`src/rtl/fpu_issue_sequencer.sv`:
```
// In-order issue/writeback sequencer for the FPU functional units.
// Dispatches each op to its decoded unit and retires unit results in program order.
module fpu_issue_sequencer #(
  parameter int N_UNITS = 6,
  parameter int DEPTH   = 4,
  parameter int TAG_W   = 5,
  localparam int UW     = (N_UNITS > 1) ? $clog2(N_UNITS) : 1
) (
  input  logic                   clk,
  input  logic                   reset,
  input  logic                   flush,
  input  logic                   valid_in,
  output logic                   ready_out,
  input  logic [UW-1:0]          unit_sel,
  input  logic [TAG_W-1:0]       tag_in,
  output logic [N_UNITS-1:0]     unit_valid_out,
  input  logic [N_UNITS-1:0]     unit_ready_in,
  input  logic [N_UNITS-1:0]     unit_valid_in,
  output logic [N_UNITS-1:0]     unit_ready_out,
  input  logic [N_UNITS*32-1:0]  unit_result_in,
  input  logic [N_UNITS*5-1:0]   unit_fflags_in,
  output logic                   valid_out,
  input  logic                   ready_in,
  output logic [31:0]            result_out,
  output logic [4:0]             fflags_out,
  output logic [TAG_W-1:0]       tag_out,
  output logic                   busy
);

  localparam int PW = $clog2(DEPTH);
  localparam logic [PW:0] DEPTH_C = (PW + 1)'(DEPTH);
  localparam logic [UW:0] NUNITS_C = (UW + 1)'(N_UNITS);

  logic [UW-1:0]    unit_q [DEPTH];
  logic [TAG_W-1:0] tag_q  [DEPTH];
  logic [PW-1:0]    wp_q, wp_d, rp_q, rp_d;
  logic [PW:0]      cnt_q, cnt_d;

  logic             kill_s, full_s, empty_s, sel_ok_s, open_s, sel_rdy_s;
  logic             push_s, pop_s, head_valid_s;
  logic [UW-1:0]    h_s;
  logic [TAG_W-1:0] htag_s;
  logic [31:0]      head_res_s;
  logic [4:0]       head_flg_s;

  // Dispatch side: route the upstream op to the decoded unit.
  always_comb begin
    kill_s    = reset | flush;
    full_s    = (cnt_q == DEPTH_C);
    empty_s   = (cnt_q == {(PW + 1){1'b0}});
    sel_ok_s  = ({1'b0, unit_sel} < NUNITS_C);
    open_s    = sel_ok_s && !full_s && !kill_s;
    sel_rdy_s = 1'b0;
    unit_valid_out = {N_UNITS{1'b0}};
    for (int i = 0; i < N_UNITS; i++) begin
      sel_rdy_s         = sel_rdy_s | ((unit_sel == UW'(i)) & unit_ready_in[i]);
      unit_valid_out[i] = (unit_sel == UW'(i)) && valid_in && open_s;
    end
    ready_out = open_s && sel_rdy_s;
    push_s    = valid_in && ready_out;
  end

  // Completion side: only the unit owning the oldest in-flight op may retire.
  always_comb begin
    h_s          = unit_q[rp_q];
    htag_s       = tag_q[rp_q];
    head_valid_s = 1'b0;
    head_res_s   = 32'd0;
    head_flg_s   = 5'd0;
    unit_ready_out = {N_UNITS{1'b0}};
    for (int i = 0; i < N_UNITS; i++) begin
      logic hit;
      hit               = !empty_s && (h_s == UW'(i));
      head_valid_s      = head_valid_s | (hit & unit_valid_in[i]);
      head_res_s        = head_res_s | ({32{hit}} & unit_result_in[32*i +: 32]);
      head_flg_s        = head_flg_s | ({5{hit}} & unit_fflags_in[5*i +: 5]);
      unit_ready_out[i] = hit && ready_in;
    end
    valid_out  = head_valid_s;
    result_out = head_res_s;
    fflags_out = head_flg_s;
    if (empty_s) begin
      tag_out = {TAG_W{1'b0}};
    end else begin
      tag_out = htag_s;
    end
    pop_s = head_valid_s && ready_in;
    busy  = !empty_s;
  end

  // Pointer and occupancy next-state.
  always_comb begin
    wp_d  = wp_q;
    rp_d  = rp_q;
    cnt_d = cnt_q;
    if (push_s) begin
      wp_d = wp_q + {{(PW - 1){1'b0}}, 1'b1};
    end else begin
      wp_d = wp_q;
    end
    if (pop_s) begin
      rp_d = rp_q + {{(PW - 1){1'b0}}, 1'b1};
    end else begin
      rp_d = rp_q;
    end
    case ({push_s, pop_s})
      2'b10:   cnt_d = cnt_q + {{PW{1'b0}}, 1'b1};
      2'b01:   cnt_d = cnt_q - {{PW{1'b0}}, 1'b1};
      default: cnt_d = cnt_q;
    endcase
  end

  // Pointer/occupancy registers; reset and flush both empty the FIFO.
  always_ff @(posedge clk) begin
    if (reset || flush) begin
      wp_q  <= {PW{1'b0}};
      rp_q  <= {PW{1'b0}};
      cnt_q <= {(PW + 1){1'b0}};
    end else begin
      wp_q  <= wp_d;
      rp_q  <= rp_d;
      cnt_q <= cnt_d;
    end
  end

  // Order FIFO storage; entries are left stale on reset since count gates them.
  always_ff @(posedge clk) begin
    if (push_s) begin
      unit_q[wp_q] <= unit_sel;
      tag_q[wp_q]  <= tag_in;
    end
  end

endmodule
```
`config.mk`:
```
export PLATFORM = sky130hd
export DESIGN_NAME = fpu_issue_sequencer
export DESIGN_NICKNAME = d
export VERILOG_FILES = /design/src/rtl/fpu_issue_sequencer.sv
export SDC_FILE = /design/constraint.sdc
export NUM_CORES = 1
export LEC_CHECK = 0
export ABC_AREA = 1
export CORE_AREA = 2 2 119 121
export CTS_CLUSTER_SIZE = 12
export DETAILED_ROUTE_END_ITERATION = 7
export DIE_AREA = 0 0 121 123
export PLACE_DENSITY = 0.8
export SLEW_MARGIN = 20
export SYNTH_ARGS = -nofsm -noshare
export SYNTH_HDL_FRONTEND = slang
export SYNTH_SLANG_ARGS = --single-unit
export TNS_END_PERCENT = 5
```
`constraint.sdc`:
```
create_clock -name clk -period 3.2 [get_ports clk]
set_input_delay 0.8 -clock clk [delete_from_list [all_inputs] [get_ports clk]]
set_output_delay 0.8 -clock clk [all_outputs]
set_load 0.005 [all_outputs]
```
---- After elaboration in Yosys (flattened, before gate mapping) ----
Memories as Yosys holds them, arrays and structs flattened. A register that Yosys moved wholly into a read port is not among the register bits.
Index checks and enable logic that the tools add are counted.
storage, ports and cells
  register bits after elaboration ......... 7
  bits in writable memories ............... 32
  bits of input ports ..................... 247
  output and inout port bits .............. 57
  word-level logic and storage cells ...... 113
  memories kept ........................... 2
memory list
  name    depth  bits a word  rd ports  clocked after memory_dff  wr ports  line  source
  tag_q   4      5            1         1                         1         35    logic [TAG_W-1:0] tag_q [DEPTH];
  unit_q  4      3            1         1                         1         34    logic [UW-1:0] unit_q [DEPTH];
cells by class
  $add $sub $neg .......................... 4
  order comparisons ....................... 1
  equal/unequal tests ..................... 13
  mux-type cells .......................... 8
  bitwise logic cells ..................... 45
  reductions and logical operators ........ 37
operators with widths
  operator                                            count
  AND 32 bit                                          6
  bitwise OR 32 bit                                   5
  AND 5 bit                                           6
  logical AND 1 bit                                   29
  bitwise OR 5 bit                                    5
  == test 3 bit (second input constant)               5
  AND 1 bit                                           12
  == test 3 x 2 -> 1 bit (second input constant)      4
  bitwise OR 1 bit                                    11
  zero test 3 bit                                     3
  2-to-1 mux 2 bit                                    4
  == test 3 x 1 -> 1 bit (second input constant)      2
  one-hot mux 3 bit (2 select lines)                  1
  2-to-1 mux 5 bit                                    1
  adder 2 x 1 -> 2 bit (second input constant)        2
  adder 3 x 1 -> 3 bit (second input constant)        1
  zero test 1 bit                                     3
  less-than comparator 3 bit (second input constant)  1
  subtractor 3 x 1 -> 3 bit (second input constant)   1
  == test 2 x 1 -> 1 bit (second input constant)      1
  == test 2 bit (second input constant)               1
  2-to-1 mux 1 bit                                    2
  nonzero test 2 bit                                  1
  logical OR 1 bit                                    1

---- Longest topological paths before layout ----
  word-level depth ........................ 12
  depth in mapped cells ................... 18

---- Worst setup path after synthesis ----
Ideal clock, no wire load.
  path type ............................... input to register
  start ................................... in flush
  end ..................................... reg cnt_q[1]
  library setup time ...................... 64 ps
  arrival time ............................ 2446 ps
  required time ........................... 3136 ps
  setup slack ............................. 690 ps
  cell stages on the path ................. 10
  cells stage by stage .................... nor2_1 o21ai_0 a31oi_1 nand3_1 ha_1 inv_1 fa_1 nor2_1 a21oi_1 nor2_1
between the ends
  word-level cells in the longest chain between the ends .. 7
  elaborated cells on any way between the ends .. 10
RTL lines
  what                                                                             line  source
  start, declared                                                                  11    input logic flush,
  bitwise OR 1 bit                                                                 48    kill_s = reset | flush;
  zero test 1 bit                                                                  52    open_s = sel_ok_s && !full_s && !kill_s;
  logical AND 1 bit                                                                52
  logical AND 1 bit                                                                59    ready_out = open_s && sel_rdy_s;
  logical AND 1 bit                                                                60    push_s = valid_in && ready_out;
  == test 2 x 1 -> 1 bit / == test 2 bit (equally long branches)                   106   case ({push_s, pop_s})
  one-hot mux 3 bit (2 select lines) / nonzero test 2 bit (equally long branches)  n/a
  end signal, assigned                                                             118   cnt_q <= {(PW + 1){1'b0}};
  end signal, assigned                                                             122   cnt_q <= cnt_d;
  end, declared                                                                    37    logic [PW:0] cnt_q, cnt_d;
Parallel ways exist; a longest one is shown, timed or not.
A chain may end at the register's enable or synchronous reset.

---- Worst setup path in the final report ----
  start ................................... in unit_sel[2]
  end ..................................... out ready_out
between the ends
  word-level cells in the longest chain between the ends .. 8
  elaborated cells on any way between the ends .. 21
RTL lines
  what                                                              line  source
  start, declared                                                   14    input logic [UW-1:0] unit_sel,
  == test 3 x 1 -> 1 bit / zero test 3 bit (equally long branches)  56    sel_rdy_s = sel_rdy_s | ((unit_sel == UW'(i)) & unit_ready_in[i]);
  AND 1 bit                                                         56
  bitwise OR 1 bit (5 in series)                                    56
  logical AND 1 bit *                                               59
  end, declared                                                     13    output logic ready_out,
Every way passes the cells marked *; elsewhere a longest branch is shown, timed or not.

==> impl_results.md <==
* Status: finished with violations
* Failing checks: setup timing
* Postcts setup bufs at 0
* Crit-path max FO at 5
* Family with the most delay on the worst path: buffers and inverters
* I/O pin count at 304
* Largest net degree at the start of global routing at 40
* Routed WL at 18.9 mm
* Die Wd at 121 um
* 1st-iter DRT viols at 325
* Layout cell share with drive strength beyond 1 at 0.104
* Cell area after layout at 7430 um^2
* Die Area at 14900 um^2
* WHS at 506 ps
* Synthesized net count at 806
* Cell area after synthesis at 3680 um^2
* Remaining Overflow, GRT at 0
* Vias/cell at 4.98
* Total power at 1.44 mW
* Crit Path Category: input pin to output port
* # setup viols final at 20
* MaxCap Viol Count at 0
* Worst path bufs/invs at 4
* Yosys cell types at 29
* Worst path slowest cell: clkdlybuf4s50_1
* Core Region at 13600 um^2
* Worst Skew at 4.36 ps
* Worst-case vdd ir drop at 0.275 mV
* Crit path required time at 2400 ps
* Layout overhead on the synthesized area at 102%
* Max clock buf depth at 2
* Vias in the first global route at 4750
* H-tree depth at 2
* Final hold vios at 0
* Unrepaired setup endpoints after global routing: true
* Clock slew at reported path FFs at 60 ps
* Period utilisation layout at 1.05
* Layout Cells excl Fill at 1055
* ANT nets after route at 0
* Crit. End Element: output port
* DR pass1 iterations at 5
* Worst slew pin tran at 432 ps
* Arr. time, crit path at 2550 ps
* Global-route wire length before repair at 26.1 mm
* Synthesized area per cell at 6.66 um^2
* Static Leak at 3.09 nW
* Crit path time final at 3350 ps
* Routed len/inst at 17.9 um
* Synth Register Bits at 41
* CTS tree: built
* Initial antenna violation count at 12
* Worst rel slew slack at 0.709
* Via count at 5254
* Yosys Warn Count at 0
* Placed cell areas at 7150 um^2
* Number of core rows at 43
* Nets@finish at 1120
* Syn Inst Count at 553
* Starting Density at 0.270
* Skew-Pair Late Insertion Delay at 280 ps
* Fin. max-slew vios at 0
* Max incr delay on CP at 510 ps
* Clock buffer count from CTS at 5
* Hold-fix buffers, CTS at 0
* Max Clk Rate at 298 MHz
* Fin worst setup slack at -154 ps
* Hold Path Class: flop to flop
* GRT Total Usage at 0.232
* Dpl cells at 1040
* Clock root cell: clkbuf_16
* Post-DP HPWL at 15.3 mm
* GPL Wtd Cong at 0.836
* Cell Chain, Critical Path: clkdlybuf4s50_1 -> inv_1 -> buf_4 -> nand3_1 -> o22ai_1 -> nor2_1 -> nand3_1 -> and2_1 -> clkdlybuf4s50_1
* CTS sink cnt at 41
* Register area share after synthesis at 0.310
* Setup TNS at -1140 ps
* PD cells at 194 nW/um^2
* Buffers on Ports at 303
* DRC Markers at 0
* Die H at 123 um
* CP startpoint kind: input pin
## stage by stage
step	util	setup WS [ps]
CTS	0.540	-202
detailed placement	0.525	-258
global route	0.545	-256
global placement	0.525	-166
finish	0.546	-154
floorplan	-	690
## cells by family after synthesis
| group | after synthesis | share of synthesized area |
|---|---|---|
| buffers and inverters | 67 | 0.106 |
| AND/OR/NAND/NOR | 370 | 0.465 |
| flip-flops | 41 | 0.310 |
| AO/OA/AOI/OAI | 69 | 0.0959 |
| adder cells (fa/ha/maj) | 6 | 0.0224 |
## worst paths after layout
check	start	end	slack [ps]	cells past startpoint
worst max register to register	flop	cnt_q[2]	260	19
worst min-delay path	rp_q[0]	rp_q[0]	510	2
worst max-delay path	unit_sel[2]	ready_out	-150	9
worst min register to register	rp_q[0]	rp_q[0]	510	2
## tightest hold or removal path, delay by kind of cell (launching register included)
kind	cells	cell delay [ps]
compound gates	1	60
flops	1	330
simple gates	1	80
## synth_stat cells (all sizes together)
master	number	share of area
nor3	2	0.0027
nand2	148	0.16
buf	36	0.072
a21oi	52	0.072
nand4	39	0.066
fa	1	0.0054
edfxtp	32	0.26
and2	1	0.0017
inv	28	0.031
o22ai	2	0.0034
o21ai	14	0.019
nor2	43	0.047
clkbuf	3	0.0031
a31oi	1	0.0017
nand3	133	0.18
ha	5	0.017
nor4	4	0.0068
dfxtp	9	0.049
## power breakdown
part	total (mW)	switching [mW]	internal [mW]
combinational	0.384	0.0927	0.291
sequential	0.576	0.000536	0.575
clock	0.480	0.191	0.289
## metal layers
layer / part of all wire / vias up / GRT usage
li1: - / 2564 / -
met1: 0.40 / 2377 / 0.287
met2: 0.45 / 268 / 0.369
met3: 0.13 / 35 / 0.107
met4: 0.020 / 10 / 0.0552
met5: 0.0036 / - / 0
## timing repair
| action | 4_1_cts | 5_1_grt |
|---|---|---|
| pin swaps | 2 | 2 |
| gates resized for setup | 33 | 19 |
| setup endpoints to repair | 47 | 37 |
## cells in the final DEF (no fill, tap or decap), types with 3 or more instances in the layout
| cell | n |
|---|---|
| dfxtp_1 | 7 |
| edfxtp_1 | 32 |
| dlymetal6s2s_1 | 11 |
| nand3_1 | 122 |
| nand4_1 | 39 |
| o21ai_0 | 14 |
| inv_1 | 24 |
| ha_1 | 5 |
| buf_12 | 10 |
| dlygate4sd2_1 | 13 |
| nand3_2 | 10 |
| clkbuf_16 | 5 |
| nand2_2 | 8 |
| nor2_4 | 5 |
| nor2_1 | 37 |
| a21oi_1 | 49 |
| nand2_1 | 137 |
| buf_4 | 30 |
| diode_2 | 7 |
| nand2_4 | 3 |
| clkdlybuf4s50_1 | 279 |
| buf_6 | 3 |
## sequential cells by signal (all words and copies together), names as in the netlist, named ones only
name    cells
wp_q        2
cnt_q       3
unit_q     12
tag_q      20
rp_q        2
## area by class of cell
class / count / area [um^2]
tap: 180 / 225
inverter: 28 / 123
timing repair buffer: 346 / 3500
multi-input combinational: 445 / 2280
clock buffer: 5 / 125
fill: 1237 / 6180
sequential: 41 / 1140
clock inverter: 3 / 21.3
antenna: 7 / 17.5
Note: power is estimated with default switching activity, not from simulation.
